## config.mk

```make
export PLATFORM = sky130hd
export DESIGN_NAME = onehot_seq_decoder_flat
export DESIGN_NICKNAME = d
export VERILOG_FILES = /design/src/rtl/onehot_seq_decoder_pkg.sv /design/src/rtl/onehot_seq_decoder_if.sv /design/src/rtl/onehot_seq_decoder_core.sv /design/src/rtl/onehot_seq_decoder.sv /design/src/flat_wrapper.sv
export SDC_FILE = /design/constraint.sdc
export NUM_CORES = 1
export LEC_CHECK = 0
export BUFFER_PORTS_ARGS = -buffer_cell sky130_fd_sc_hd__buf_2
export CAP_MARGIN = 30
export CORE_MARGIN = 5
export CORE_UTILIZATION = 58
export DETAILED_ROUTE_END_ITERATION = 12
export PLACE_DENSITY = 0.76
export SLEW_MARGIN = 5
export SYNTH_ARGS = -nofsm -noshare
export SYNTH_HDL_FRONTEND = slang
export SYNTH_SLANG_ARGS = --single-unit
export TNS_END_PERCENT = 10
```

## constraint.sdc

```tcl
create_clock -name clk -period 2.6 [get_ports clk]
set_input_delay 0.13 -clock clk [delete_from_list [all_inputs] [get_ports clk]]
set_output_delay 0.13 -clock clk [all_outputs]
set_load 0.02 [all_outputs]
```

## src/rtl/onehot_seq_decoder_pkg.sv

```systemverilog
// onehot_seq_dec_pkg: shared FSM state type and width-generic decode helpers for onehot_seq_decoder
package onehot_seq_dec_pkg;

  typedef enum logic [1:0] {IDLE, SINGLE, SCAN} state_e;

  function automatic logic onehot(input int unsigned sel, input int unsigned i);
    return sel == i;
  endfunction

  function automatic logic thermometer(input int unsigned sel, input int unsigned i);
    return i <= sel;
  endfunction

endpackage

```

## src/rtl/onehot_seq_decoder_if.sv

```systemverilog
// onehot_seq_decoder_if: command/result bundle; in_therm exists only with ONEHOT_SEQ_DECODER_THERM_EN
interface onehot_seq_decoder_if #(
  parameter int SEL_W   = 3,
  parameter int DWELL_W = 8
);
  logic                  in_valid;
  logic                  in_ready;
  logic [SEL_W-1:0]      in_sel;
  logic                  in_mode;
  logic [DWELL_W-1:0]    in_dwell;
`ifdef ONEHOT_SEQ_DECODER_THERM_EN
  logic                  in_therm;
`endif
  logic                  abort;
  logic [(1<<SEL_W)-1:0] res;
  logic                  res_valid;
  logic                  done;

  modport master (
    output in_valid, in_sel, in_mode, in_dwell, abort,
`ifdef ONEHOT_SEQ_DECODER_THERM_EN
    output in_therm,
`endif
    input  in_ready, res, res_valid, done
  );

  modport slave (
    input  in_valid, in_sel, in_mode, in_dwell, abort,
`ifdef ONEHOT_SEQ_DECODER_THERM_EN
    input  in_therm,
`endif
    output in_ready, res, res_valid, done
  );

endinterface

```

## src/rtl/onehot_seq_decoder_core.sv

```systemverilog
// onehot_dec_core: combinational index decoder producing a one-hot or thermometer vector
module onehot_dec_core
  import onehot_seq_dec_pkg::*;
#(
  parameter int SEL_W = 3
) (
  input  logic [SEL_W-1:0]      sel,
  input  logic                  therm,
  output logic [(1<<SEL_W)-1:0] res
);

  for (genvar i = 0; i < (1 << SEL_W); i++) begin : g_bit
    assign res[i] = therm ? thermometer(32'(sel), i) : onehot(32'(sel), i);
  end

endmodule

```

## src/rtl/onehot_seq_decoder.sv

```systemverilog
// onehot_seq_decoder: registered decoder strobing one line (SINGLE) or scanning all lines (SCAN); ONEHOT_SEQ_DECODER_THERM_EN adds thermometer output
module onehot_seq_decoder
  import onehot_seq_dec_pkg::*;
#(
  parameter int SEL_W   = 3,
  parameter int DWELL_W = 8
) (
  input logic                clk,
  input logic                rst_n,
  onehot_seq_decoder_if.slave bus
);

  localparam int OUT_W = 1 << SEL_W;

  state_e             state, state_n;
  logic [SEL_W-1:0]   idx, idx_n, scnt, scnt_n;
  logic [DWELL_W-1:0] dwell_r, dwell_n, dcnt, dcnt_n;
  logic               therm_r, therm_n, therm_in, done_n, pos_end, accept;
  logic [OUT_W-1:0]   dec, res_n;

`ifdef ONEHOT_SEQ_DECODER_THERM_EN
  assign therm_in = bus.in_therm;
`else
  assign therm_in = 1'b0;
`endif

  assign bus.in_ready  = state == IDLE;
  assign bus.res_valid = |bus.res;
  assign pos_end       = dcnt == dwell_r;
  assign accept        = bus.in_valid & bus.in_ready & ~bus.abort;

  onehot_dec_core #(.SEL_W(SEL_W)) u_core (
    .sel   (idx_n),
    .therm (therm_n),
    .res   (dec)
  );

  // next-state and next-output computation; outputs are derived from the next state so they register cleanly
  always_comb begin
    state_n = state;
    idx_n   = idx;
    scnt_n  = scnt;
    dwell_n = dwell_r;
    therm_n = therm_r;
    dcnt_n  = dcnt + 1'b1;
    if (bus.abort) begin
      state_n = IDLE;
      dcnt_n  = '0;
      scnt_n  = '0;
    end else if (state == IDLE) begin
      dcnt_n = '0;
      scnt_n = '0;
      if (accept) begin
        state_n = bus.in_mode ? SCAN : SINGLE;
        idx_n   = bus.in_sel;
        dwell_n = bus.in_dwell;
        therm_n = therm_in;
      end
    end else if (pos_end) begin
      dcnt_n  = '0;
      state_n = (state == SINGLE || &scnt) ? IDLE : state;
      idx_n   = (state == SCAN) ? idx + 1'b1 : idx;
      scnt_n  = (state_n == IDLE) ? '0 : scnt + 1'b1;
    end
    res_n  = (state_n == IDLE) ? '0 : dec;
    done_n = state_n != IDLE && dcnt_n == dwell_n && (state_n == SINGLE || &scnt_n);
  end

  // state, counters and output register; async reset drops the strobe immediately
  always_ff @(posedge clk or negedge rst_n) begin
    if (!rst_n) begin
      state    <= IDLE;
      idx      <= '0;
      scnt     <= '0;
      dwell_r  <= '0;
      dcnt     <= '0;
      therm_r  <= 1'b0;
      bus.res  <= '0;
      bus.done <= 1'b0;
    end else begin
      state    <= state_n;
      idx      <= idx_n;
      scnt     <= scnt_n;
      dwell_r  <= dwell_n;
      dcnt     <= dcnt_n;
      therm_r  <= therm_n;
      bus.res  <= res_n;
      bus.done <= done_n;
    end
  end

endmodule

```

## src/flat_wrapper.sv

```systemverilog
// flat-port wrapper written by rule: the top's interface ports become plain ports
module onehot_seq_decoder_flat import onehot_seq_dec_pkg::*;
#(
  parameter int SEL_W   = 3,
  parameter int DWELL_W = 8
)
  (clk, rst_n, bus_in_valid, bus_in_sel, bus_in_mode, bus_in_dwell, bus_abort, bus_in_ready, bus_res, bus_res_valid, bus_done);
  onehot_seq_decoder_if #(.SEL_W(SEL_W), .DWELL_W(DWELL_W)) bus_i ();
  input logic clk;
  input logic rst_n;
  input wire logic [$bits(bus_i.in_valid)-1:0] bus_in_valid;
  input wire logic [$bits(bus_i.in_sel)-1:0] bus_in_sel;
  input wire logic [$bits(bus_i.in_mode)-1:0] bus_in_mode;
  input wire logic [$bits(bus_i.in_dwell)-1:0] bus_in_dwell;
  input wire logic [$bits(bus_i.abort)-1:0] bus_abort;
  output wire logic [$bits(bus_i.in_ready)-1:0] bus_in_ready;
  output wire logic [$bits(bus_i.res)-1:0] bus_res;
  output wire logic [$bits(bus_i.res_valid)-1:0] bus_res_valid;
  output wire logic [$bits(bus_i.done)-1:0] bus_done;
  assign bus_i.in_valid = bus_in_valid;
  assign bus_i.in_sel = bus_in_sel;
  assign bus_i.in_mode = bus_in_mode;
  assign bus_i.in_dwell = bus_in_dwell;
  assign bus_i.abort = bus_abort;
  assign bus_in_ready = bus_i.in_ready;
  assign bus_res = bus_i.res;
  assign bus_res_valid = bus_i.res_valid;
  assign bus_done = bus_i.done;
  onehot_seq_decoder #(.SEL_W(SEL_W), .DWELL_W(DWELL_W)) u_core (.clk(clk), .rst_n(rst_n), .bus(bus_i));
endmodule
```

# ---- Word level (Yosys, flattened, before mapping)
# Index checks and enable logic that the tools add are counted.
dict set report totals {
  regBits 34
  input_bits 16
  out_inout_bits 11
  wordCells 78
}
dict set report op_classes {
  addsub 3
  magnitude_cmp 7
  eq_ne 12
  n_mux 33
  n_bitwise 3
  reduce_logical 12
}
# op n
set op_table {}
lappend op_table {{2-to-1 mux 8 bit} 7}
lappend op_table {{2-to-1 mux 3 bit} 9}
lappend op_table {{== test 8 bit} 2}
lappend op_table {{== test 3 bit (second input constant)} 4}
lappend op_table {{less-or-equal comparator 3 bit (first input constant)} 4}
lappend op_table {{2-to-1 mux 2 bit} 6}
lappend op_table {{2-to-1 mux 1 bit} 11}
lappend op_table {{adder 8 x 1 -> 8 bit (second input constant)} 1}
lappend op_table {{OR reduction 8 bit} 1}
lappend op_table {{adder 3 x 1 -> 3 bit (second input constant)} 2}
lappend op_table {{== test 3 x 2 -> 1 bit (second input constant)} 2}
lappend op_table {{less-or-equal comparator 2 x 3 -> 1 bit (first input constant)} 2}
lappend op_table {{logical NOT 2 bit} 3}
lappend op_table {{AND reduction 3 bit} 2}
lappend op_table {{== test 2 x 1 -> 1 bit (second input constant)} 2}
lappend op_table {{== test 3 x 1 -> 1 bit (second input constant)} 1}
lappend op_table {{less-or-equal comparator 1 x 3 -> 1 bit (first input constant)} 1}
lappend op_table {{logical NOT 3 bit} 1}
lappend op_table {{AND 1 bit} 2}
lappend op_table {{== test 2 bit (second input constant)} 1}
lappend op_table {{logical AND 1 bit} 2}
lappend op_table {{logical OR 1 bit} 2}
lappend op_table {{nonzero test 2 bit} 1}
lappend op_table {{NOT 1 bit} 1}

# ---- Depth between registers and ports, before layout
dict set report depth {
  ltp_word 11
  mapped_depth 9
  depth_no_buf 8
}

# ---- Hierarchy
# A second synthesis with hierarchy kept.
dict set report unflattened {
  cells_unflattened 219
  hier_area_um2 2132.0
}
# mod n_inst cells_per_inst area_per_inst_um2 seq_area_each_um2
set by_module_without_submodules {}
lappend by_module_without_submodules {onehot_seq_decoder 1 201 2004.4 850.8}
lappend by_module_without_submodules {onehot_dec_core 1 18 127.6 0.0}

# ---- Worst setup path after synthesis
# OpenSTA, ideal clock, no wires.
dict set report synth_timing {
  kind {register to register}
  start {reg u_core.state[0]}
  end {reg u_core.bus.done}
  setup_time_ps 132
  arrival_ps 1972
  required_ps 2468
  setup_slack_ps 496
  stages_incl_launch_ff 9
  n_path_buf 2
  synth_period_minus_slack_ps 2104
  path_cell_list {dfrtp_1 buf_6 nor4b_4 buf_6 mux2i_1 o21ai_0 nor4b_2 o32ai_1 nor4_2}
}
dict set report synth_via {
  elab_chain_cells 11
  elab_cells_between_ends 27
  classes_between {eq/ne: 3; mux: 14; bitwise: 2; reduce/logical: 8}
}
# item line
set synth_lines {}
lappend synth_lines {{from (decl)} onehot_seq_decoder.sv:15} ;# state_e state, state_n;
lappend synth_lines {{from (signal assigned)} onehot_seq_decoder.sv:81} ;# state <= state_n;
lappend synth_lines {{== test 2 x 1 -> 1 bit} onehot_seq_decoder.sv:61} ;# state_n = (state == SINGLE || &scnt) ? IDLE : state;
lappend synth_lines {{logical OR 1 bit} onehot_seq_decoder.sv:61}
lappend synth_lines {{2-to-1 mux 2 bit} onehot_seq_decoder.sv:61}
lappend synth_lines {{logical NOT 2 bit} onehot_seq_decoder.sv:63} ;# scnt_n = (state_n == IDLE) ? '0 : scnt + 1'b1;
lappend synth_lines {{2-to-1 mux 3 bit} onehot_seq_decoder.sv:63}
lappend synth_lines {{2-to-1 mux 3 bit} onehot_seq_decoder.sv:59} ;# end else if (pos_end) begin
lappend synth_lines {{2-to-1 mux 3 bit} onehot_seq_decoder.sv:50} ;# end else if (state == IDLE) begin
lappend synth_lines {{2-to-1 mux 3 bit} onehot_seq_decoder.sv:46} ;# if (bus.abort) begin
lappend synth_lines {{AND reduction 3 bit} onehot_seq_decoder.sv:66} ;# done_n = state_n != IDLE && dcnt_n == dwell_n && (state_n == SINGLE || &scnt_n);
lappend synth_lines {{logical OR 1 bit} onehot_seq_decoder.sv:66}
lappend synth_lines {{logical AND 1 bit (*)} onehot_seq_decoder.sv:66}
lappend synth_lines {{named net u_core.done_n} onehot_seq_decoder.sv:18} ;# logic therm_r, therm_n, therm_in, done_n, pos_end, accept;
lappend synth_lines {{to (signal assigned)} onehot_seq_decoder.sv:88} ;# bus.done <= done_n;
lappend synth_lines {{to (decl)} onehot_seq_decoder_if.sv:32} ;# output in_ready, res, res_valid, done
# The timed path passes the listed nets; every way through them passes the cells marked *.

# ---- Worst setup path after layout
# Ends and elaborated chain as after synthesis.

==> impl_results.md <==
- Register bit total from synthesis: 34
- Routability cong.: 0.8245
- CTS tree: built
- Chip Height: 70.93 um
- Vias in the first global route: 1695
- Critical-path top delay cell: dfrtp_1
- DRC errors left: 0
- CP bufs+invs: 1
- Crit path DAT: 2.58 ns
- Placed insts: 290
- Global route overflow: 0
- Most common cell in the netlist: dfrtp_1
- Hold_buf cts: 1
- Fin crit share: 93.44%
- Critical path's top delay family: simple AND/OR/NAND/NOR gates
- Synth area leaders: dfrtp_1 (40%), nor2_1 (4.2%), mux2i_1 (3.7%)
- Largest net degree at the start of global routing: 35
- Yosys top cell area share: 39.51%
- Post-synth net total: 238
- H-tree depth: 2
- Met3 track utilization from global routing: 3.551%
- TritonCTS sink count: 34
- PnR worst setup slack: 0.1705 ns
- Synth area leader: dfrtp_1
- Worst-margin pin slew: 0.7733 ns
- CP Launch Type: register
- Layout Skew: 0.007973 ns
- WL/cell: 16.06 um
- Core Region: 0.003633 mm^2
- Final min period: 2.429 ns
- Clock latency on the worst-skew pair: 0.29 ns
- Max-cap viol count: 0
- GRT Max-Usage Layer: met2
- Initial antenna violation count: 0
- Layout area overhead: 13.77%
- First-pass GRT wire length: 7997 um
- DR vias/cell: 6.003
- Post-Synthesis Cell Area: 0.002153 mm^2
- Hold Fails Final Rpt: 0
- Die area: 0.005031 mm^2
- RSZ-0062 raised after global routing: false
- Async set or reset register ratio after synthesis: 100.0%
- Outcome: finished, final reports clean
- Fmax: 411.6 MHz
- Final Setup Violations: 0
- # IOs: 27
- IO buf count: 26
- Crit. End Element: register
- Die Width: 70.93 um
- DR pass1 iterations: 4
- Antenna-violating nets left: 0
- Post-synth EDFFs: 0
- CTS buffer count: 5
- Worst-path clk slew: 0.08 ns
- Worst slack, placed: 0.2493 ns
- Max stage delay on crit path: 0.50 ns
- Leak Pwr: 0.001096 uW
- CTS resizes: 0
- Initial drt markers: 204
- Initial core utilization: 59.26%
- Worst hold path class: input pin to register
- Clk root buf: clkbuf_8
- Slew headroom: 48.45%
- Row count: 22
- Met2 global-route usage: 30.90%
- Post-CTS Setup Bufs: 0
- Met1 Resource Use GR: 28.62%
- Post-synthesis sequential area ratio: 39.51%
- Total track usage: 19.93%
- Sum Neg Setup Slack: 0 ns
- CP max FO: 13
- Vias: 1795
- Maximum clock path buffer count: 2
- Maximum vdd drop: 0.4884 mV
- Setup CP Type: register to register
- Synth Flop Type: dfrtp_1
- Final Max Slew Viols: 0
- Share of layout cells above drive strength 1: 22.71%
- Synth unique cells: 61
- Post-Syn Area per Cell: 9.878 um^2
- Final HPWL DP: 3596 um
- Diode count: 0
- Synth cell count leaders: dfrtp_1 (34), nor2_1 (24), nand2_1 (12), a21oi_1 (11), nand3_1 (11)
- Non-filler instance count after layout: 299
- PD cells: 634.4 mW/mm^2
- Ys Warns: 0
- Crit path cell chain: nor4b_4, buf_4, mux2i_1, o21ai_0, nor4b_2, o32ai_1, nor4_2
- Gate Count Post-Synth: 218
- Worst EP required: 2.75 ns
- DRT Wirelength: 4803 um
- Final net count: 270
[state kept, by name, summed over array words and instances (netlist names)]
register,flops
u_core.dcnt,8
u_core.bus.res,8
u_core.idx,3
u_core.bus.done,1
u_core.therm_r,1
u_core.dwell_r,8
u_core.scnt,3
u_core.state,2
[worst register-to-register path: cells and delay by family (launching register included)]
family	cells	cell delay, ns
multiplexers	1	0.43
AO/OA/AOI/OAI	2	0.53
AND/OR/NAND/NOR	3	0.57
buffers and inverters	1	0.27
flip-flops	1	0.50
[where the power goes]
group | total, uW | switching, uW | internal (uW)
Combinational | 431 | 262 | 169
Sequential | 633 | 50.9 | 582
Clock | 490 | 205 | 285
[layer usage]
metal | vias to the layer above | wire (um)
li1 | 875 | -
met1 | 865 | 2213
met2 | 47 | 2279
met3 | 8 | 247
met4 | 0 | 62
met5 | - | 0
[kinds of logic (layout without fill, tap and decap cells)]
| family | Yosys count | count (layout) | share of synthesized area, % |
|---|---|---|---|
| muxes | 11 | 11 | 5.462 |
| DFF | 34 | 34 | 39.51 |
| adders and majority gates | 4 | 4 | 2.324 |
| buffers and inverters | 19 | 52 | 4.474 |
| AOI/OAI and AO/OA | 53 | 53 | 17.49 |
| and+or+nand+nor | 84 | 84 | 23.13 |
| xor gates and xnor gates | 13 | 13 | 7.612 |
[stage by stage]
step | area, um^2 | hold slack, ns | util, % | power, uW
finish | 2450 | 0.05014 | 67.42 | 1554
global route | 2450 | 0.04554 | 67.42 | 1637
CTS | 2450 | 0.05078 | 67.42 | 1558
detailed placement | 2326 | 0.2446 | 64.02 | 1068
global placement | 2326 | 0.2436 | 64.02 | 1057
floorplan | 2153 | -0.1656 | - | 952.4
[cells in the final DEF (no fill, tap or decap), drive strengths merged, types with 2 or more instances in the layout]
| cell | Yosys | routed |
|---|---|---|
| o21a | 3 | 3 |
| nor3b | 2 | 2 |
| nor4b | 3 | 3 |
| xnor3 | 2 | 2 |
| o21ai | 11 | 11 |
| mux2i | 8 | 8 |
| inv | 13 | 13 |
| a2111oi | 2 | 2 |
| buf | 5 | 30 |
| nor2 | 24 | 24 |
| or3 | 2 | 2 |
| mux2 | 3 | 3 |
| nand2 | 12 | 12 |
| a21oi | 11 | 11 |
| and3b | 2 | 2 |
| xnor2 | 9 | 9 |
| nand3 | 11 | 11 |
| and2 | 3 | 3 |
| nand4 | 5 | 5 |
| xor2 | 2 | 2 |
| o41ai | 2 | 2 |
| clkbuf | 1 | 5 |
| clkinvlp | 0 | 2 |
| nor3 | 8 | 8 |
| a21o | 3 | 3 |
| nor4 | 5 | 5 |
| nand2b | 2 | 2 |
| and4 | 3 | 3 |
| o211ai | 2 | 2 |
| a211oi | 4 | 4 |
| dfrtp | 34 | 34 |
| ha | 4 | 4 |
[path summary, 6_finish.rpt]
kind	slack, ns	start	to	depth (start not counted)
setup / recovery	0.17	u_core.state[0]	u_core.bus.done	7
hold / removal	0.05	bus_in_mode	u_core.state[0]	2
setup reg to reg	0.17	u_core.state[0]	u_core.bus.done	7
hold reg to reg	0.55	u_core.therm_r	u_core.bus.res[3]	2
max in group asynchronous	1.66	rst_n	u_core.dwell_r[5]	2
min in group asynchronous	0.46	rst_n	u_core.dcnt[5]	2
[layout make-up]
| cell class | count | area, um^2 |
|---|---|---|
| Fill cell | 316 | 1184 |
| Multi-Input combinational cell | 165 | 1206 |
| Tap cell | 48 | 60.06 |
| Clock inverter | 3 | 45.04 |
| Clock buffer | 5 | 68.82 |
| Sequential cell | 34 | 850.8 |
| Inverter | 13 | 48.80 |
| Timing Repair Buffer | 31 | 170.2 |
(Power assumes the default switching activity.)
